**src/rtl/pea_pkg.sv**
```systemverilog
// Shared types and constants for the polynomial evaluation core.
package pea_pkg;

    localparam int unsigned DEF_DATA_WIDTH   = 32;
    localparam int unsigned DEF_INSTR_WIDTH  = 8;
    localparam int unsigned DEF_DEG_WIDTH    = 6;
    localparam int unsigned DEF_STATUS_WIDTH = 4;

    localparam int unsigned STAT_OK      = 0;
    localparam int unsigned STAT_OVF     = 1;
    localparam int unsigned STAT_ILLEGAL = 2;

    typedef enum logic [1:0] {
        OP_NOP     = 2'b00,
        OP_EVAL    = 2'b01,
        OP_HALT    = 2'b10,
        OP_ILLEGAL = 2'b11
    } opcode_e;

    typedef enum logic [3:0] {
        ST_FETCH      = 4'd0,
        ST_DECODE     = 4'd1,
        ST_READ_X     = 4'd2,
        ST_CAPTURE_X  = 4'd3,
        ST_READ_C     = 4'd4,
        ST_ACC        = 4'd5,
        ST_WRITE_RES  = 4'd6,
        ST_WRITE_STAT = 4'd7,
        ST_HALT       = 4'd8
    } state_e;

endpackage

```
**src/rtl/pea_mac.sv**
```systemverilog
// Horner step: acc*x + coef at double width, truncated, with signed overflow flag.
module pea_mac #(
    parameter int unsigned DATA_WIDTH = 32
) (
    input  logic [DATA_WIDTH-1:0] acc,
    input  logic [DATA_WIDTH-1:0] x,
    input  logic [DATA_WIDTH-1:0] coef,
    output logic [DATA_WIDTH-1:0] res,
    output logic                  ovf
);

    localparam int unsigned FULL_WIDTH = 2 * DATA_WIDTH;

    logic signed [FULL_WIDTH-1:0] prod;
    logic signed [FULL_WIDTH-1:0] full;

    // Product and sum cannot wrap at double width; overflow means bits above the
    // truncated sign bit disagree with it.
    always_comb begin
        prod = $signed({{DATA_WIDTH{acc[DATA_WIDTH-1]}}, acc})
             * $signed({{DATA_WIDTH{x[DATA_WIDTH-1]}}, x});
        full = prod + $signed({{DATA_WIDTH{coef[DATA_WIDTH-1]}}, coef});
        res  = full[DATA_WIDTH-1:0];
        ovf  = (full[FULL_WIDTH-1:DATA_WIDTH-1] != {(DATA_WIDTH+1){full[DATA_WIDTH-1]}});
    end

endmodule

```
**src/rtl/pea_horner_core.sv**
```systemverilog
// FIFO-fed Horner polynomial evaluator: one result and one status word per EVAL.
module pea_horner_core
    import pea_pkg::*;
#(
    parameter int unsigned DATA_WIDTH   = DEF_DATA_WIDTH,
    parameter int unsigned INSTR_WIDTH  = DEF_INSTR_WIDTH,
    parameter int unsigned DEG_WIDTH    = DEF_DEG_WIDTH,
    parameter int unsigned STATUS_WIDTH = DEF_STATUS_WIDTH
) (
    input  logic                    clock,
    input  logic                    reset,
    input  logic                    empty_instruction,
    input  logic [INSTR_WIDTH-1:0]  instruction,
    output logic                    read_enable_instruction,
    input  logic                    empty_data,
    input  logic [DATA_WIDTH-1:0]   data_in,
    output logic                    read_enable_data,
    input  logic                    full_result,
    output logic [DATA_WIDTH-1:0]   result,
    output logic                    write_enable_result,
    input  logic                    full_status,
    output logic [STATUS_WIDTH-1:0] status,
    output logic                    write_enable_status,
    output logic [DATA_WIDTH-1:0]   sum
);

    state_e                  state, state_n;
    logic [DATA_WIDTH-1:0]   x_q, x_n;
    logic [DATA_WIDTH-1:0]   sum_n;
    logic [DEG_WIDTH-1:0]    count, count_n;
    logic [DEG_WIDTH-1:0]    degree, degree_n;
    logic                    ovf_q, ovf_n;
    logic [DATA_WIDTH-1:0]   result_n;
    logic [STATUS_WIDTH-1:0] status_n;

    logic [DATA_WIDTH-1:0]   mac_res;
    logic                    mac_ovf;
    opcode_e                 opcode;

    assign opcode = opcode_e'(instruction[INSTR_WIDTH-1 -: 2]);

    pea_mac #(
        .DATA_WIDTH (DATA_WIDTH)
    ) u_mac (
        .acc  (sum),
        .x    (x_q),
        .coef (data_in),
        .res  (mac_res),
        .ovf  (mac_ovf)
    );

    // State register.
    always_ff @(posedge clock or negedge reset) begin
        if (!reset) begin
            state <= ST_FETCH;
        end else begin
            state <= state_n;
        end
    end

    // Datapath registers; result is loaded on the last ACC so it is valid while WRITE_RES pushes it.
    always_ff @(posedge clock or negedge reset) begin
        if (!reset) begin
            x_q    <= '0;
            sum    <= '0;
            count  <= '0;
            degree <= '0;
            ovf_q  <= 1'b0;
            result <= '0;
            status <= '0;
        end else begin
            x_q    <= x_n;
            sum    <= sum_n;
            count  <= count_n;
            degree <= degree_n;
            ovf_q  <= ovf_n;
            result <= result_n;
            status <= status_n;
        end
    end

    // Next-state, datapath updates and FIFO handshakes gated by empty/full.
    always_comb begin
        state_n                 = state;
        x_n                     = x_q;
        sum_n                   = sum;
        count_n                 = count;
        degree_n                = degree;
        ovf_n                   = ovf_q;
        result_n                = result;
        status_n                = status;
        read_enable_instruction = 1'b0;
        read_enable_data        = 1'b0;
        write_enable_result     = 1'b0;
        write_enable_status     = 1'b0;

        case (state)
            ST_FETCH: begin
                if (!empty_instruction) begin
                    read_enable_instruction = 1'b1;
                    state_n                 = ST_DECODE;
                end
            end
            ST_DECODE: begin
                case (opcode)
                    OP_NOP:  state_n = ST_FETCH;
                    OP_EVAL: begin
                        degree_n = instruction[DEG_WIDTH-1:0];
                        state_n  = ST_READ_X;
                    end
                    OP_HALT: state_n = ST_HALT;
                    default: begin
                        status_n = STATUS_WIDTH'(STAT_ILLEGAL);
                        state_n  = ST_WRITE_STAT;
                    end
                endcase
            end
            ST_READ_X: begin
                if (!empty_data) begin
                    read_enable_data = 1'b1;
                    state_n          = ST_CAPTURE_X;
                end
            end
            ST_CAPTURE_X: begin
                x_n     = data_in;
                sum_n   = '0;
                count_n = degree;
                ovf_n   = 1'b0;
                state_n = ST_READ_C;
            end
            ST_READ_C: begin
                if (!empty_data) begin
                    read_enable_data = 1'b1;
                    state_n          = ST_ACC;
                end
            end
            ST_ACC: begin
                sum_n = mac_res;
                ovf_n = ovf_q | mac_ovf;
                if (count == '0) begin
                    result_n = mac_res;
                    state_n  = ST_WRITE_RES;
                end else begin
                    count_n = count - DEG_WIDTH'(1);
                    state_n = ST_READ_C;
                end
            end
            ST_WRITE_RES: begin
                if (!full_result) begin
                    write_enable_result = 1'b1;
                    status_n = ovf_q ? STATUS_WIDTH'(STAT_OVF) : STATUS_WIDTH'(STAT_OK);
                    state_n  = ST_WRITE_STAT;
                end
            end
            ST_WRITE_STAT: begin
                if (!full_status) begin
                    write_enable_status = 1'b1;
                    state_n             = ST_FETCH;
                end
            end
            ST_HALT: state_n = ST_HALT;
            default: state_n = ST_FETCH;
        endcase
    end

endmodule

```
**config.mk**
```make
export PLATFORM = sky130hd
export DESIGN_NAME = pea_horner_core
export DESIGN_NICKNAME = d
export VERILOG_FILES = /design/src/rtl/pea_pkg.sv /design/src/rtl/pea_mac.sv /design/src/rtl/pea_horner_core.sv
export SDC_FILE = /design/constraint.sdc
export NUM_CORES = 2
export LEC_CHECK = 0
export ABC_CLOCK_PERIOD_IN_PS = 25700
export CORE_MARGIN = 1.5
export CORE_UTILIZATION = 45
export CTS_BUF_LIST = sky130_fd_sc_hd__clkbuf_4 sky130_fd_sc_hd__clkbuf_8
export CTS_CLUSTER_DIAMETER = 200
export DETAILED_ROUTE_END_ITERATION = 8
export HOLD_SLACK_MARGIN = 0.08
export PLACE_DENSITY = 0.72
export SYNTH_ARGS = -nofsm -noshare
export SYNTH_HDL_FRONTEND = slang
export SYNTH_SLANG_ARGS = --single-unit
export TNS_END_PERCENT = 5
```
**constraint.sdc**
```tcl
create_clock -name clock -period 25.7 [get_ports clock]
set_input_delay 5.14 -clock clock [delete_from_list [all_inputs] [get_ports clock]]
set_output_delay 5.14 -clock clock [all_outputs]
set_load 0.005 [all_outputs]
```
**Yosys cells after proc, flatten, opt, wreduce, memory -nomap -nowiden**

Index checks and enable logic that the tools add are counted.

- Reductions and logical operators: 12
- Divide/modulo/power cells: 0
- Shift-type cells: 0
- Add/sub/neg operators: 2
- Multiply operators: 1
- Bitwise gates (word level): 1
- Equal/unequal tests: 18
- Order comparisons: 0
- Mux-type cells: 24

Operators with widths:

| kind | number |
|---|---|
| $add A64 B32 Y64 | 1 |
| $mul A32 B32 Y64 | 1 |
| $pmux W32 S2 | 1 |
| $pmux W4 S9 | 1 |
| $ne A32 B32 Y1 | 1 |
| $mux W4 | 7 |
| $eq A4 B3 Y1 const B | 4 |
| $ne A2 B2 Y1 const B | 7 |
| $pmux W4 S3 | 1 |
| $pmux W6 S2 | 1 |
| $mux W1 | 9 |
| $eq A4 B2 Y1 const B | 2 |
| $pmux W4 S2 | 1 |
| $logic_not A6 Y1 | 1 |
| $mux W6 | 1 |
| $reduce_and A2 Y1 | 3 |
| $sub A6 B1 Y6 const B | 1 |
| $reduce_and A5 Y1 | 1 |
| $eq A4 B1 Y1 const B | 1 |
| $eq A4 B4 Y1 const B | 1 |
| $logic_not A4 Y1 | 1 |
| $reduce_bool A2 Y1 | 2 |
| $reduce_and A3 Y1 | 1 |
| $reduce_or A3 Y1 | 1 |
| other kinds (7) | 7 |

- Bits in writable memories: 0
- Word-level logic and storage cells: 66
- Register bits after elaboration: 117
- Bits of input ports: 46
- Latch bits: 0
- Memories kept: 0
- Memory bits (read-only): 0
- Output and inout bits: 72

**Depth between registers and ports, before layout**

- Depth after elaboration: 5
- Gate-level depth with buffers: 32
- Mapped depth without buffers: 30

**Hierarchy**

Synthesis repeated with hierarchy kept, for this count alone.

- Cells, all modules: 4319
- Area total of the unflattened synthesis: 41682.5 sq um

By module, submodules not included:

| module | area each (sq um) | instances | seq. area each (sq um) | cells each |
|---|---|---|---|---|
| pea_mac | 37045.5 | 1 | 0.0 | 3929 |
| pea_horner_core | 4636.9 | 1 | 2877.8 | 390 |

**Least setup slack after synthesis**

OpenSTA, ideal clock, no wires.

- Kind: in2reg
- Start: in data_in[31]
- End: reg ovf_q
- Arrival time: 12.980 ns
- Stages: 26
- Setup time: 0.118 ns
- Slack: 12.602 ns
- Cells stage by stage: fa_1 > inv_1 > fa_1 > inv_1 > fa_1 > inv_1 > fa_1 > inv_1 > fa_1 > inv_1 > fa_1 > fa_1 > fa_1 > inv_1 > ha_1 > nand2_1 > or3_1 > or4_1 > o2111a_2 > or4_4 > a211o_1 > a22oi_2 > mux2i_1 > a2111oi_2 > nand2_1 > a21o_1

- Word-level cells in the longest chain between the ends: 4

RTL lines:

| what | RTL line | text |
|---|---|---|
| from (decl) | pea_horner_core.sv:16 | `input logic [DATA_WIDTH-1:0] data_in,` |
| $add A64 B32 Y64 | pea_mac.sv:22 | `full = prod + $signed({{DATA_WIDTH{coef[DATA_WIDTH-1]}}, coef});` |
| $ne A32 B32 Y1 | pea_mac.sv:24 | `ovf = (full[FULL_WIDTH-1:DATA_WIDTH-1] != {(DATA_WIDTH+1){full[DATA_WIDTH-1]}});` |
| $or A1 B1 Y1 | pea_horner_core.sv:139 | `ovf_n = ovf_q \| mac_ovf;` |
| $pmux W1 S2 | pea_horner_core.sv:97 | `case (state)` |
| to (signal assigned) | pea_horner_core.sv:76 | `ovf_q <= ovf_n;` |
| to (decl) | pea_horner_core.sv:32 | `logic ovf_q, ovf_n;` |

Every way passes these cells.
A chain may end at the register's enable or synchronous reset.

**Final worst setup path**

Ends and elaborated chain as after synthesis.

==> impl_metrics.toml <==
[hold_path]
type_of_the_worst_min_delay_path = "register to register"
timing.hold.worst_path_depth = 2
holdPathEnd = "sum[28]$_DFFE_PN0P_"
origin_of_the_worst_min_delay_path = "sum[28]$_DFFE_PN0P_"

[logic_synthesis]
post_synth_instance_area_mm2 = 0.0419
synth_seq_cells = 115
synth_area_per_cell_um2 = 9.58
asr_flop_ratio_synth_pct = 100
synth_common_cells = "1114 x fa_1, 870 x inv_1, 746 x nand2_1, 387 x and2_1, 228 x clkbuf_1"
synth_top_cell_area_share_pct = 53.3
ys_dominant_reg_cell = "dfrtp_1"
yosys_warnings = 0
ys_types = 83
yosysSeqAreaShare_pct = 6.87
synth_top_cell_by_area = "fa_1"
yosysMostFrequentCell = "fa_1"
number_of_flops_mapped_to_enable_cells_by_yosys = 0
synth_top_cells_by_area = "fa_1 53%, inv_1 7.8%, dfrtp_1 6.9%"
syn_inst = 4368

[routing]
via_to_cell_ratio = 5.41
met2_wirelength_um = 55700
met1Wirelength_um = 43100
drt_first_pass_iters = 5
drc_viols = 0
routed-via-count = 30200
post_drt_wl_per_cell_um = 20.1
highest-signal-layer = "met5"
postRouteWirelength_um = 112000
wl_met3_um = 9060
detail-route-antenna-nets = 0
drt-initial-drc-count = 2208

[clock_tree]
cts.sinks = 115
insertion_delay_ns = 0.49
number_of_cts_inserted_buffers = 17
tritoncts = "done"
clock-root-buffer = "clkbuf_8"
postCtsSetupRepairBufs = 0
cts_buffer_depth = 2
clock_tree.htree_level_count = 4
cts_hold_buf = 0
post_cts_resized = 0
clkTransAtPathRegs_ns = 0.08

[floorplan]
design.core.area_mm2 = 0.0919
floorplan_die_height_um = 308
placementRows = 111
pin_count = 118
die_area_mm2 = 0.0949
initial_util_pct = 45.5
floorplan.die.width_um = 308

[layout]
post_route_cells_drive_above_1_share_pct = 3.55
area_growth_syn_to_layout_pct = 6.23
design.final.nets = 5697

[timing]
setup_viol_count_final = 0
final.setup.tns_ns = 0
layout_min_cycle_time_ns = 13.80
clock.fmax_mhz = 72.5
rsz0062_at_grt = "false"
max_slew.worst_pin.slew_ns = 1.41
clock-skew-final_ns = 0.0167
slew-limit-headroom_pct = 5.84
final-hold-violation-count = 0
final.period_utilization_pct = 53.7
drv_slew = 0

[setup_path]
crit_reg_reg_endpoint = "ovf_q$_DFFE_PN0P_"
timing.critical_path.from_type = "input port"
delay_heaviest_family_cp = "adder cells"
cp_max_fo = 16
critPathMostFrequentCell = "fa_1"
ff2ff_path_depth = 27
critical_path.n_buffers_inverters = 5
critical_path_required_ns = 26.08
crit_path_end_kind = "register"
timing.critical_path.arrival_ns = 14.18
setup.reg_to_reg.worst_slack_ns = 15.67
cp_slowest_cell = "fa_1"
worst-setup-path-type = "input port to register"
cpPeakStageDelay_ns = 0.90
reg2reg_from = "sum[31]$_DFFE_PN0P_"

[placed_design]
detailed_place_hpwl_um = 89400
last_weighted_congestion_value_of_the_routability_driven_placer = 0.962
io_buffers = 115

[global_route]
grt_pass1_wl_um = 183000
first_global_vias = 33900
number_of_antenna_violations_at_the_first_check_in_global_routing = 6
grt_resource_usage_total_pct = 25.0
grt_start_max_net_pins = 69
gr-total-overflow = 0

[outcome]
status = "finished clean"

[run]
timing.max_cap.violations = 0
-- per-stage QoR --
stage | worst slack (ns) | cell area [um2] | hold slack, ns | utilization [%] | instances
2_1_floorplan | 12.60 | 41900 | 0.473 | - | 4369
6_report | 11.90 | 44500 | 0.484 | 48.4 | 5579
3_5_place_dp | 11.39 | 44100 | 0.466 | 48.0 | 5545
4_1_cts | 11.87 | 44500 | 0.486 | 48.4 | 5577
3_3_place_gp | 11.48 | 44100 | 0.462 | 48.0 | 5545
5_1_grt | 11.19 | 44500 | 0.510 | 48.4 | 5578
-- logic make-up after synthesis --
| family | count (synthesis) | share of synthesized area (%) |
|---|---|---|
| other | 1 | 0.00896 |
| adders and majority gates | 1330 | 59.7 |
| buffers and inverters | 1121 | 10.2 |
| AOI/OAI and AO/OA | 335 | 5.34 |
| DFF | 115 | 6.87 |
| and+or+nand+nor | 1356 | 15.3 |
| muxes | 38 | 0.998 |
| xor gates and xnor gates | 72 | 1.52 |
-- worst register-to-register path, stage by stage (launching register included) --
cell and delay (ns):
dfrtp_1 1.29, nand2_1 0.26, inv_1 0.19, fa_1 0.49, fa_1 0.72, inv_1 0.10
fa_1 0.55, inv_1 0.08, fa_1 0.50, inv_1 0.64, fa_1 0.57, fa_1 0.56
fa_1 0.43, fa_1 0.50, inv_1 0.04, ha_1 0.38, a21oi_1 0.19, nor2b_1 0.06
o21ai_0 0.24, a21oi_1 0.12, or4_1 0.58, a41oi_1 0.22, xnor2_1 0.22, nor4b_1 0.29
nor4_1 0.12, a2111oi_2 0.33, nand2_1 0.08, a21o_1 0.17
-- registers in the layout, summed over array words and instances, names as in the netlist --
signal	flops
state	4
result	32
count	6
degree	6
x_q	32
status	2
ovf_q	1
sum	32
-- cells in the final DEF (no fill, tap or decap), drive strengths merged, types with 7 or more instances in the layout --
cell              n
fa             1114
inv             875
nand2           746
and2            387
ha              216
dfrtp           115
clkdlybuf4s50   114
o21ai            84
a21oi            77
nor2             71
buf              68
xnor2            51
a21o             34
mux2             30
nand2b           28
nor3             27
nand3            27
a22o             23
xor2             21
clkbuf           19
nand4            17
a31oi            15
o21a             12
nor4             11
or3              11
a211oi            9
o21bai            9
mux2i             8
or4               7
-- worst max-delay path by stage --
stage | depth (start not counted) | start | slack [ns] | to
3_3_place_gp | 27 | data_in[31] | 11.48 | ovf_q$_DFFE_PN0P_
3_5_place_dp | 26 | data_in[31] | 11.39 | ovf_q$_DFFE_PN0P_
4_1_cts | 26 | data_in[31] | 11.87 | ovf_q$_DFFE_PN0P_
5_1_grt | 26 | data_in[31] | 11.19 | ovf_q$_DFFE_PN0P_
6_report | 26 | data_in[31] | 11.90 | ovf_q$_DFFE_PN0P_
2_1_floorplan | 26 | data_in[31] | 12.60 | ovf_q$_DFFE_PN0P_
-- area by class of cell --
type / count / area [um2]
clock buffer: 19 / 255
fill: 8527 / 47500
clock inverter: 13 / 101
tap: 1243 / 1560
multi-input combinational: 3133 / 34800
antenna: 2 / 5.00
sequential: 115 / 2880
inverter: 872 / 3270
timing repair buffer: 182 / 1650
-- per-layer routing --
layer,up-vias,GRT usage [%]
li1,12800,-
met1,15800,32.0
met2,1229,42.2
met3,283,4.93
met4,4,9.13
met5,-,0
Power is not shown: default switching activity piles up to over one toggle a cycle in this logic, so the estimate is an artifact.
